<file path="src/rtl/km_mul_pipe.sv">
// Three-stage one-level Karatsuba multiplier with valid/ready flow control,
// a sideband tag carried alongside each operation, and a squaring mode.
module km_mul_pipe #(
    parameter int DW   = 32,
    parameter int TAGW = 4
) (
    input  logic            clk,
    input  logic            rst,
    input  logic            in_valid,
    output logic            in_ready,
    input  logic            mode,
    input  logic [DW-1:0]   in1,
    input  logic [DW-1:0]   in2,
    input  logic [TAGW-1:0] in_tag,
    output logic            out_valid,
    input  logic            out_ready,
    output logic [TAGW-1:0] out_tag,
    output logic [DW-1:0]   out_L,
    output logic [DW-1:0]   out_H
);

    localparam int H  = DW / 2;
    localparam int MW = DW + 2;
    localparam int PW = 2 * DW;

    logic            w_adv;
    logic [3:1]      r_v;

    // Stage 1: operand halves and half sums
    logic [DW-1:0]   w_b;
    logic [H:0]      w_sa;
    logic [H:0]      w_sb;
    logic [H-1:0]    r1_ah, r1_al, r1_bh, r1_bl;
    logic [H:0]      r1_sa, r1_sb;
    logic [TAGW-1:0] r1_tag;

    // Stage 2: the three partial products
    logic [DW-1:0]   r2_z2, r2_z0;
    logic [MW-1:0]   r2_z1;
    logic [TAGW-1:0] r2_tag;

    // Stage 3: recombined product (output register)
    logic [MW-1:0]   w_mid;
    logic [PW-1:0]   w_p;
    logic [DW-1:0]   r3_l, r3_h;
    logic [TAGW-1:0] r3_tag;

    // Stalls are global: the whole pipe freezes while a result waits downstream.
    assign w_adv    = !r_v[3] || out_ready;
    assign in_ready = w_adv;

    assign w_b  = mode ? in1 : in2;
    assign w_sa = {1'b0, in1[DW-1:H]} + {1'b0, in1[H-1:0]};
    assign w_sb = {1'b0, w_b[DW-1:H]} + {1'b0, w_b[H-1:0]};

    // z1 >= z2 + z0 always, so the middle term cannot wrap below zero.
    assign w_mid = r2_z1 - MW'(r2_z2) - MW'(r2_z0);
    assign w_p   = (PW'(r2_z2) << DW) + (PW'(w_mid) << H) + PW'(r2_z0);

    always_ff @(posedge clk or posedge rst) begin
        if (rst) begin
            r_v <= '0;
        end else if (w_adv) begin
            r_v <= {r_v[2:1], in_valid};
        end
    end

    always_ff @(posedge clk or posedge rst) begin
        if (rst) begin
            r1_ah  <= '0;
            r1_al  <= '0;
            r1_bh  <= '0;
            r1_bl  <= '0;
            r1_sa  <= '0;
            r1_sb  <= '0;
            r1_tag <= '0;
        end else if (w_adv && in_valid) begin
            r1_ah  <= in1[DW-1:H];
            r1_al  <= in1[H-1:0];
            r1_bh  <= w_b[DW-1:H];
            r1_bl  <= w_b[H-1:0];
            r1_sa  <= w_sa;
            r1_sb  <= w_sb;
            r1_tag <= in_tag;
        end
    end

    always_ff @(posedge clk or posedge rst) begin
        if (rst) begin
            r2_z2  <= '0;
            r2_z0  <= '0;
            r2_z1  <= '0;
            r2_tag <= '0;
        end else if (w_adv && r_v[1]) begin
            r2_z2  <= DW'(r1_ah) * DW'(r1_bh);
            r2_z0  <= DW'(r1_al) * DW'(r1_bl);
            r2_z1  <= MW'(r1_sa) * MW'(r1_sb);
            r2_tag <= r1_tag;
        end
    end

    always_ff @(posedge clk or posedge rst) begin
        if (rst) begin
            r3_l   <= '0;
            r3_h   <= '0;
            r3_tag <= '0;
        end else if (w_adv && r_v[2]) begin
            r3_l   <= w_p[DW-1:0];
            r3_h   <= w_p[PW-1:DW];
            r3_tag <= r2_tag;
        end
    end

    assign out_valid = r_v[3];
    assign out_L     = r3_l;
    assign out_H     = r3_h;
    assign out_tag   = r3_tag;

endmodule

</file>
<file path="config.mk">
export PLATFORM = sky130hd
export DESIGN_NAME = km_mul_pipe
export DESIGN_NICKNAME = d
export VERILOG_FILES = /design/src/rtl/km_mul_pipe.sv
export SDC_FILE = /design/constraint.sdc
export NUM_CORES = 2
export LEC_CHECK = 0
export CORE_MARGIN = 10
export CORE_UTILIZATION = 30
export DETAILED_ROUTE_END_ITERATION = 16
export GPL_ROUTABILITY_DRIVEN = 0
export PLACE_DENSITY = 0.57
export SETUP_SLACK_MARGIN = 0.02
export SLEW_MARGIN = 20
export SYNTH_ARGS = -nofsm -noshare
export SYNTH_HDL_FRONTEND = slang
export SYNTH_SLANG_ARGS = --single-unit
</file>
<file path="constraint.sdc">
create_clock -name clk -period 22.2 [get_ports clk]
set_input_delay 6.66 -clock clk [delete_from_list [all_inputs] [get_ports clk]]
set_output_delay 6.66 -clock clk [all_outputs]
set_load 0.005 [all_outputs]
</file>
==> key figures <==
Global route
  – Largest net degree at the start of global routing: 126
  – Initial antenna violation count: 5
  – Total gr overflow: 0
  – Overall track demand over capacity in global routing: 15.51%
  – Global-route wire length before repair: 188.8 mm
  – Number of global-route vias before repair: 32,821

Synth
  – Synthesized-area fraction occupied by ao, oa, aoi and oai cells: 9.323%
  – Leading cell types by total area after synthesis: sky130_fd_sc_hd__fa_1, sky130_fd_sc_hd__dfrtp_1, sky130_fd_sc_hd__ha_1
  – Most used standard cells in the synthesized netlist: sky130_fd_sc_hd__nand2_1, sky130_fd_sc_hd__inv_1, sky130_fd_sc_hd__fa_1, sky130_fd_sc_hd__ha_1, sky130_fd_sc_hd__and2_1
  – Number of synthesized register bits: 275
  – Number of warnings printed during yosys synthesis: 0
  – Post-synthesis cell type with the largest combined area: sky130_fd_sc_hd__fa_1
  – Flip-flop cell with the highest count after synthesis: sky130_fd_sc_hd__dfrtp_1
  – Top-count cell post-synth: sky130_fd_sc_hd__nand2_1
  – Number of distinct library cells after synthesis: 71
  – EDFF count, synth: 0
  – Main combinational cell family by area after synthesis: adder cells
  – Asr flop ratio synth: 100.0%
  – Synth Area in Adders: 43.55%
  – Synthesized-area fraction occupied by xor and xnor cells: 3.799%
  – Sequential element share of the synthesized area: 16.49%
  – Simple-Gate Fraction of Synth Area: 16.05%
  – Post-Synthesis Cells: 4,648
  – Multiplexer area fraction after synthesis: 1.910%
  – Top cell type's share of synthesized area: 31.04%
  – Synth Cell Area: 0.04173 mm^2
  – Synth Area per Inst: 8.977 um^2
  – Net count of the mapped netlist: 5,785

Timing
  – Slew at the pin with the worst max-slew slack: 1.092 ns
  – Period Utilization, post-route: 66.53%
  – Slew margin rel.: 27.23%
  – Count of pins over their slew limit: 0
  – Total negative setup slack: 0 ns
  – Setup repair after global routing missed its margin: false
  – Number of hold violations in the final report: 0
  – Final-report setup violation count: 0
  – Clock tree skew after final layout: 0.03242 ns
  – Tmin final: 14.77 ns
  – Highest attainable clock frequency: 67.71 MHz
  – Final worst slack: 7.430 ns
  – Worst hold slack across all endpoints: 0.4666 ns

Hold path
  – Worst min-delay path category: reg2reg

Finish
  – Count of nets after finishing: 5,803
  – Share of cells above drive strength 1: 3.879%
  – P&R area growth vs syn: 10.51%
  – Multi-input combinational cell area: 0.03116 mm^2
  – Number of fill cells: 14,373
  – Reg area: 0.006882 mm^2
  – Fin util: 33.46%

Clocking
  – Clock sinks: 275
  – CTS Buf Count: 34
  – Cts-stage hold buffer count: 0
  – # Post-CTS Setup Buffers: 0
  – CTS tree: built
  – Maximum root-to-sink buffer count: 3
  – Clock slew at the register clock pins of the worst setup and hold paths: 0.05 ns
  – Cell chosen for the clock root: sky130_fd_sc_hd__clkbuf_16
  – Clk_lat worst skew: 0.59 ns
  – H-tree Lvls: 2
  – Quantity of gates resized following cts: 0

Setup path
  – Crit end category: output pin
  – Top Family by Delay on Critical Path: buffers and inverters
  – Dominant cell type by count on the critical path: sky130_fd_sc_hd__clkdlybuf4s50_1
  – Cell Chain, Critical Path: clkdlybuf4s50_1, nand2b_1, buf_4, clkdlybuf4s50_1
  – Worst Path Buf+Inv: 3
  – Startpoint type of the worst setup path: primary input
  – Critical Path AT: 8.11 ns
  – Maximum cell stage delay along the critical path: 0.59 ns
  – Slowest cell on crit path: sky130_fd_sc_hd__clkdlybuf4s50_1
  – Data required time of the worst path: 15.54 ns
  – Critical setup path kind: in2out
  – Crit Path Max Fanout: 11

Place
  – Post-Place Worst Slack: 7.426 ns
  – Port bufs: 142
  – Sum of net half-perimeters after detailed placement: 93.84 mm

Route
  – First-pass iteration count of the detailed router: 5
  – Number of antenna-violating nets in the routed design: 0
  – Mean routed wirelength per cell: 18.13 um
  – Total via count after detailed routing: 31,094
  – Count of unresolved DRC violations after routing: 0
  – Avg Vias per Cell: 4.793
  – Iteration-0 DRC Markers: 2,187
  – Final WL: 117.6 mm

Outcome
  – Result of the run: finished clean

Floorplanning
  – Die extent in x: 392.9 um
  – Die Ht: 392.9 um
  – Starting density of the core: 30.27%
  – Count of standard-cell rows: 136
  – Boundary Pins: 143
  – Area of the die: 0.1544 mm^2
  – Placeable core region: 0.1378 mm^2

Job
  – Max-capacitance violation count: 0
layout by cell type (no fill, tap or decap), types with 13 or more instances in the layout:
master,Yosys,routed
sky130_fd_sc_hd__o31ai_1,14,14
sky130_fd_sc_hd__clkbuf_16,0,34
sky130_fd_sc_hd__o21bai_1,25,25
sky130_fd_sc_hd__xor2_1,64,64
sky130_fd_sc_hd__and3_1,13,13
sky130_fd_sc_hd__a211oi_1,22,22
sky130_fd_sc_hd__a21oi_1,148,148
sky130_fd_sc_hd__xnor2_1,117,117
sky130_fd_sc_hd__a31oi_1,13,13
sky130_fd_sc_hd__a21o_1,59,59
sky130_fd_sc_hd__fa_1,647,647
sky130_fd_sc_hd__nand3_1,40,40
sky130_fd_sc_hd__nand2_1,838,835
sky130_fd_sc_hd__o21ai_0,223,223
sky130_fd_sc_hd__and2_1,372,371
sky130_fd_sc_hd__mux2_2,69,69
sky130_fd_sc_hd__inv_1,803,802
sky130_fd_sc_hd__dfrtp_1,275,275
sky130_fd_sc_hd__buf_4,0,23
sky130_fd_sc_hd__nand4_1,18,18
sky130_fd_sc_hd__ha_1,417,417
sky130_fd_sc_hd__nor2_1,79,79
sky130_fd_sc_hd__clkdlybuf4s50_1,0,141
sky130_fd_sc_hd__o211ai_1,13,13
sky130_fd_sc_hd__nor3_1,28,28
sky130_fd_sc_hd__nor2b_1,22,22
sky130_fd_sc_hd__o21a_1,19,19
sky130_fd_sc_hd__nand2b_1,15,15
path summary, 6_finish.rpt:
kind	start	end	slack, ns	cells past startpoint
hold reg to reg	r2_tag[2]	r2_tag[2]	0.47	2
setup / recovery	out_ready	in_ready	7.43	4
min in group asynchronous	rst	out_L[15]	6.57	2
hold / removal	r2_tag[2]	r2_tag[2]	0.47	2
max in group asynchronous	rst	r2_z1[32]	13.79	4
setup reg to reg	r1_ah[7]	r2_z2[27]	14.62	21
worst min-delay path, stage by stage (launching register included):
cell,delay [ns]
sky130_fd_sc_hd__dfrtp_1,0.33
sky130_fd_sc_hd__nand2_1,0.05
sky130_fd_sc_hd__nand2_1,0.05
routing by layer:
metal	vias to the layer above	GRT usage, %	part of all wire [%]
li1	14575	-	-
met1	15569	23.08	50
met2	815	22.75	41
met3	131	3.480	7.4
met4	4	3.245	2.1
met5	-	0	0.015
flip-flops by register name (all words and copies together), names as in the netlist:
| signal | count |
|---|---|
| r1_sb | 17 |
| r1_bl | 16 |
| r_v | 3 |
| r1_ah | 16 |
| out_L | 32 |
| r2_z0 | 32 |
| r1_sa | 17 |
| out_H | 32 |
| r1_bh | 16 |
| r1_al | 16 |
| r1_tag | 4 |
| r2_tag | 4 |
| r2_z2 | 32 |
| out_tag | 4 |
| r2_z1 | 34 |
final cells by class:
type / instances / share of cell area, %
Clock inverter: 21 / 0.5671
Sequential cell: 275 / 14.92
Timing Repair Buffer: 166 / 3.489
Clock buffer: 41 / 2.011
Tap cell: 1794 / 4.868
Multi-Input combinational cell: 3386 / 67.58
Antenna cell: 1 / 0.005427
Inverter: 803 / 6.553
per-stage QoR:
step | cells | area [um^2]
after floorplan | 4648 | 41730
after global placement | 6424 | 44920
after detailed placement | 6424 | 44920
after CTS | 6486 | 46110
after global routing | 6486 | 46110
final | 6487 | 46110
cells by family after synthesis:
| group | Yosys count |
|---|---|
| AO/OA/AOI/OAI | 622 |
| XOR/XNOR | 181 |
| adder cells (fa/ha/maj) | 1064 |
| buffers and inverters | 987 |
| flip-flops | 275 |
| multiplexers | 71 |
| AND/OR/NAND/NOR | 1448 |
Power is left out: the tool's default activity adds up to more than one toggle a clock period on the data nets, which glitch-free logic cannot reach.
